<file path="src/rtl/wrlvl_seq.sv">
// DFI-side write-leveling sequencer: walks each rank, strobes the byte lanes until all
// enabled lanes respond, and reports pass/fail, erroring lanes and strobe timeouts.
module wrlvl_seq #(
    parameter int NUM_LANES  = 4,
    parameter int NUM_RANKS  = 2,
    parameter int STRB_GAP   = 16,
    parameter int SETTLE_CNT = 8,
    parameter int MAX_STRB   = 200
) (
    input  logic                 sclk,
    input  logic                 reset,
    input  logic                 start,
    input  logic [NUM_LANES-1:0] lane_mask,
    input  logic [NUM_LANES-1:0] lane_resp,
    input  logic [NUM_LANES-1:0] lane_error,
    output logic                 wrlvl_en,
    output logic                 wrlvl_strobe,
    output logic                 wrlvl_cs_n,
    output logic                 busy,
    output logic                 done,
    output logic                 fail,
    output logic [NUM_LANES-1:0] err_lanes,
    output logic                 timeout,
    output logic [9:0]           strb_cnt
);

    typedef enum logic [2:0] {
        S_IDLE, S_SETUP, S_STRB, S_GAP, S_CHECK, S_RANK_END, S_ABORT, S_FIN
    } state_t;

    localparam int              CNT_MAX    = (SETTLE_CNT > STRB_GAP) ? SETTLE_CNT : STRB_GAP;
    localparam int              CW         = $clog2(CNT_MAX + 1);
    localparam logic [CW-1:0]   SETTLE_LD  = CW'(SETTLE_CNT);
    localparam logic [CW-1:0]   GAP_LD     = CW'(STRB_GAP - 2);
    localparam logic [9:0]      MAX_STRB_C = 10'(MAX_STRB);
    localparam logic            LAST_RANK  = 1'(NUM_RANKS - 1);

    state_t               r_state,     w_state_nxt;
    logic [CW-1:0]        r_cnt,       w_cnt_nxt;
    logic [NUM_LANES-1:0] r_mask,      w_mask_nxt;
    logic                 r_rank,      w_rank_nxt;
    logic [9:0]           r_strb_cnt,  w_strb_cnt_nxt;
    logic                 r_fail,      w_fail_nxt;
    logic                 r_timeout,   w_timeout_nxt;
    logic [NUM_LANES-1:0] r_err_lanes, w_err_lanes_nxt;
    logic                 r_start_q,   r_start_qq;

    logic                 w_start_rise;
    logic                 w_cnt_last;
    logic [NUM_LANES-1:0] w_err_hit;
    logic                 w_all_resp;

    assign w_start_rise = r_start_q & ~r_start_qq;
    assign w_cnt_last   = (r_cnt == CW'(1));
    assign w_err_hit    = lane_error & r_mask;
    assign w_all_resp   = &(lane_resp | ~r_mask);

    // NOTE: every state register uses non-blocking assignment so all flops update
    // together from values computed in the previous cycle.
    always_ff @(posedge sclk) begin
        if (reset) begin
            r_state     <= S_IDLE;
            r_cnt       <= '0;
            r_mask      <= '0;
            r_rank      <= 1'b0;
            r_strb_cnt  <= '0;
            r_fail      <= 1'b0;
            r_timeout   <= 1'b0;
            r_err_lanes <= '0;
            r_start_q   <= 1'b0;
            r_start_qq  <= 1'b0;
        end else begin
            r_state     <= w_state_nxt;
            r_cnt       <= w_cnt_nxt;
            r_mask      <= w_mask_nxt;
            r_rank      <= w_rank_nxt;
            r_strb_cnt  <= w_strb_cnt_nxt;
            r_fail      <= w_fail_nxt;
            r_timeout   <= w_timeout_nxt;
            r_err_lanes <= w_err_lanes_nxt;
            r_start_q   <= start;
            r_start_qq  <= r_start_q;
        end
    end

    // NOTE: every signal driven here gets a default first, so no path can infer a latch.
    always_comb begin
        w_state_nxt     = r_state;
        w_cnt_nxt       = r_cnt;
        w_mask_nxt      = r_mask;
        w_rank_nxt      = r_rank;
        w_strb_cnt_nxt  = r_strb_cnt;
        w_fail_nxt      = r_fail;
        w_timeout_nxt   = r_timeout;
        w_err_lanes_nxt = r_err_lanes;
        wrlvl_en        = 1'b0;
        wrlvl_strobe    = 1'b0;
        done            = 1'b0;

        case (r_state)
            S_IDLE: begin
                if (w_start_rise) begin
                    w_mask_nxt      = lane_mask;
                    w_fail_nxt      = 1'b0;
                    w_timeout_nxt   = 1'b0;
                    w_err_lanes_nxt = '0;
                    w_strb_cnt_nxt  = '0;
                    w_rank_nxt      = 1'b0;
                    w_cnt_nxt       = SETTLE_LD;
                    w_state_nxt     = (lane_mask == '0) ? S_FIN : S_SETUP;
                end
            end
            S_SETUP: begin
                wrlvl_en = 1'b1;
                if (w_cnt_last) w_state_nxt = S_STRB;
                else            w_cnt_nxt   = r_cnt - CW'(1);
            end
            S_STRB: begin
                wrlvl_en     = 1'b1;
                wrlvl_strobe = 1'b1;
                if (r_strb_cnt != 10'h3FF) w_strb_cnt_nxt = r_strb_cnt + 10'd1;
                w_cnt_nxt    = GAP_LD;
                w_state_nxt  = S_GAP;
            end
            S_GAP: begin
                wrlvl_en = 1'b1;
                if (w_cnt_last) w_state_nxt = S_CHECK;
                else            w_cnt_nxt   = r_cnt - CW'(1);
            end
            S_CHECK: begin
                // Lane status is sampled only here; error outranks response, response outranks timeout.
                wrlvl_en  = 1'b1;
                w_cnt_nxt = SETTLE_LD;
                if (w_err_hit != '0) begin
                    w_err_lanes_nxt = r_err_lanes | w_err_hit;
                    w_fail_nxt      = 1'b1;
                    w_state_nxt     = S_ABORT;
                end else if (w_all_resp) begin
                    w_state_nxt = S_RANK_END;
                end else if (r_strb_cnt == MAX_STRB_C) begin
                    w_timeout_nxt = 1'b1;
                    w_fail_nxt    = 1'b1;
                    w_state_nxt   = S_ABORT;
                end else begin
                    w_state_nxt = S_STRB;
                end
            end
            S_RANK_END: begin
                if (!w_cnt_last) begin
                    w_cnt_nxt = r_cnt - CW'(1);
                end else if (r_rank != LAST_RANK) begin
                    w_rank_nxt     = r_rank + 1'b1;
                    w_strb_cnt_nxt = '0;
                    w_cnt_nxt      = SETTLE_LD;
                    w_state_nxt    = S_SETUP;
                end else begin
                    w_state_nxt = S_FIN;
                end
            end
            S_ABORT: begin
                if (w_cnt_last) w_state_nxt = S_FIN;
                else            w_cnt_nxt   = r_cnt - CW'(1);
            end
            S_FIN: begin
                done        = 1'b1;
                w_state_nxt = S_IDLE;
            end
            default: w_state_nxt = S_IDLE;
        endcase
    end

    // Chip select follows the rank register, which only moves while wrlvl_en is low.
    assign wrlvl_cs_n = ~r_rank;
    assign busy       = (r_state != S_IDLE);
    assign fail       = r_fail;
    assign timeout    = r_timeout;
    assign err_lanes  = r_err_lanes;
    assign strb_cnt   = r_strb_cnt;

endmodule

</file>
<file path="config.mk">
export PLATFORM = sky130hd
export DESIGN_NAME = wrlvl_seq
export DESIGN_NICKNAME = d
export VERILOG_FILES = /design/src/rtl/wrlvl_seq.sv
export SDC_FILE = /design/constraint.sdc
export NUM_CORES = 1
export LEC_CHECK = 0
export BUFFER_PORTS_ARGS = -buffer_cell sky130_fd_sc_hd__buf_2
export CELL_PAD_IN_SITES_DETAIL_PLACEMENT = 1
export CELL_PAD_IN_SITES_GLOBAL_PLACEMENT = 2
export CORE_MARGIN = 1
export CORE_UTILIZATION = 31
export CTS_CLUSTER_SIZE = 12
export DETAILED_ROUTE_END_ITERATION = 8
export PLACE_DENSITY_LB_ADDON = 0.1
export SLEW_MARGIN = 10
export SYNTH_ARGS = -nofsm -noshare
export SYNTH_HDL_FRONTEND = slang
export SYNTH_SLANG_ARGS = --single-unit
</file>
<file path="constraint.sdc">
create_clock -name sclk -period 2.6 [get_ports sclk]
set_input_delay 0.52 -clock sclk [delete_from_list [all_inputs] [get_ports sclk]]
set_output_delay 0.52 -clock sclk [all_outputs]
set_load 0.03 [all_outputs]
</file>
==> impl_metrics.ini <==
[status]
outcome = finished clean

[routing]
dr.first_iter.drc_count = 113
via_per_inst = 5.20
wl_um = 4900
vias = 1676
wl_per_cell_um = 15.2
drc = 0
final_antenna_net_count = 0
drt_pre_antenna_iters = 4

[synthesis]
syn_nets = 230
post_synth_inst_count = 211
syn_avg_cell_area_um2 = 8.28
synth-seq-cells = 31
ys_warn_count = 0
syn_area_mm2 = 0.00175
yosys.cell_types.count = 50
synth-seq-area-share_pct = 35.5
synth-edff-count = 0
synth_async_sr_flop_share_pct = 0
synth_flop_cell = dfxtp_1

[pwr]
power_mw = 2.19
ir_drop_v = 0.000331
leakage_nw = 0.856
power.density_mw_per_mm2 = 1020

[placed_design]
gp_congestion = 0.725
dp.final_hpwl_um = 3730
port_buffers = 35
place_area_mm2 = 0.00202
dpl_worst_slack_ps = 536
placed_cells = 314

[die]
io_pins = 36
num_rows = 26
die_w_um = 77.1
die_h_um = 77.1
start_util_pct = 33.2
design.core.area_mm2 = 0.00527
die_area_mm2 = 0.00594

[critical_path]
crit_slowest_cell = dfxtp_1
worstSetupPathType = reg -> out
setup.worst_path.end_class = primary output
critPathTopFamily = flip-flops
slowest_delay_ps = 550
required_ps = 2080
path_cells = buf_4 > and3_1 > buf_2
path_max_fanout = 12
crit_arrival_ps = 1570
critPathLaunchType = flop
critPathBufInv = 2

[layout]
multiInputGateArea_mm2 = 0.00105
finalInstanceArea_mm2 = 0.00214
finalNetCount = 270
ff_latch_area_um2 = 621
layout-area-overhead-vs-synth_pct = 22.5
fin_cells = 322
fillers = 676
n_antenna_cell = 0
drive_gt1_share_pct = 25.8

[clock_network]
clockBufferDepth = 2
h-tree-depth = 2
cts_tree = built
cts_resized = 0
insertion_delay_ps = 290
clkTransAtPathRegs_ps = 70
postCtsHoldBufs = 0
post_cts_buffers = 0
cts_sinks = 31
cts_made_buffers = 5
root_buffer = clkbuf_8

[worst_hold_path]
hold_path.class = in -> reg

[timing]
fin_crit_ps = 2090
slew_viol_final = 0
finalSetupTns_ps = 0
hold_violations = 0
worst_slew_pin_slew_ps = 542
final-setup-viol-count = 0
rsz0062_at_grt = false
slew_headroom_pct = 63.6
fin_crit_sh_pct = 80.4
finalWorstSetupSlack_ps = 510
max_freq_ghz = 0.478
fin_worst_skew_ps = 3.77

[global_routing]
grtUsageTotal_pct = 17.9
antenna_found_initial = 0
grt_max_degree = 16
grt_overflow = 0
use_met3_pct = 3.93
grt.busiest_layer = met2
grtUsageMet2_pct = 28.5
grt_pass1_wl_um = 8280
grt_pass1_vias = 1669
grtUsageMet1_pct = 23.8

[run]
cap_violations = 0
-- flip-flops by register name (all words and copies together), names as in the netlist, 3 cells and up --
name	flops
strb_cnt	10
r_cnt	5
err_lanes	4
r_state	3
r_mask	4
-- cells by family after synthesis --
| group | count (synthesis) | share of synthesized area (%) |
|---|---|---|
| mux | 1 | 0.573 |
| buf+inv | 21 | 4.65 |
| compound gates | 48 | 20.1 |
| fa+ha+maj | 4 | 2.86 |
| xor+xnor | 9 | 4.51 |
| simple gates | 97 | 31.8 |
| flops | 31 | 35.5 |
-- power breakdown --
part | internal (mW) | total [mW] | leakage, nW | switching [mW]
Combinational | 0.397 | 1.02 | 0.542 | 0.621
Clock | 0.310 | 0.509 | 0.0612 | 0.199
Sequential | 0.548 | 0.658 | 0.253 | 0.110
-- area by class of cell --
cell class / instances / share of cell area (%)
clock buffer: 6 / 3.86
clock inverter: 2 / 1.64
inverter: 13 / 2.28
multi-input combinational: 159 / 48.9
sequential: 31 / 29.0
tap: 70 / 4.09
timing repair buffer: 41 / 10.3
-- metrics by stage --
stage               utilization, %  hold slack (ps)
floorplan                        -              430
global placement              38.4              450
detailed placement            38.4              450
CTS                           40.6              453
global route                  40.6              450
finish                        40.6              455
-- cell usage in the layout, fill, tap and decap left out, types with 2 or more instances in the layout --
master    Yosys  routed
o21ai_0       5       5
nand2_1      18      18
inv_1        13      13
a211oi_1      2       2
o21ba_2       2       2
nor4_1        5       5
nand3b_1      2       2
a21oi_1      12      12
nand4_1       3       3
buf_2         2      35
buf_4         0       6
nor3_2        2       2
nor4_4        2       2
clkbuf_8      0       6
nor2_1       27      27
nand2b_1      8       8
dfxtp_1      31      31
nor2b_1       6       6
a311oi_1      4       4
xnor2_1       8       8
nor3_1        2       2
o221a_2       2       2
nand3_1      11      11
ha_1          4       4
a31oi_1       5       5
and3_1        3       3
o22ai_1       2       2
a31o_2        2       2
-- routing by layer --
layer	vias up	share of wire, %
met3	5	3.1
met2	26	45
met4	0	1.1
met5	-	0
li1	836	-
met1	809	50
-- worst register-to-register path, cell delays in order, from the launching register on --
cell      delay (ps)
dfxtp_1          460
nor3_2           240
inv_1            110
nor2_1           430
buf_4            270
nor4_4            70
a311oi_1         310
a41o_1           130
-- Yosys cell counts, drive strengths merged, types with 2 or more instances --
cell type,count,share of area [%]
buf,3,0.79
nor4b,3,2.7
and3,3,1.1
clkbuf,5,1.1
inv,13,2.8
o221a,2,1.3
o21ba,2,1.1
a31oi,6,2.5
dfxtp,31,36
nor2,27,5.8
nand3,11,3.1
nand2,18,3.9
a211oi,3,1.6
a31o,2,1.0
nor3,4,1.7
nand2b,8,2.9
o22ai,2,0.72
a311oi,4,2.0
o21ai,6,1.7
xnor2,8,4.0
a21oi,12,3.4
nor4,7,4.2
nand3b,2,0.86
ha,4,2.9
nand4,3,1.1
nor2b,6,2.1
-- final timing paths --
path / start / to / slack, ps / cells after the start
worst max-delay path: r_state[2]$_SDFFE_PP0P_ / done / 510 / 3
worst min-delay path: start / r_start_q$_SDFF_PP0_ / 450 / 2
worst max register to register: r_state[1]$_SDFFE_PP0P_ / strb_cnt[8]$_SDFFE_PP0P_ / 520 / 7
worst min register to register: fail$_SDFFE_PP0P_ / fail$_SDFFE_PP0P_ / 450 / 2
No activity file was read; power rests on OpenSTA's default activity.
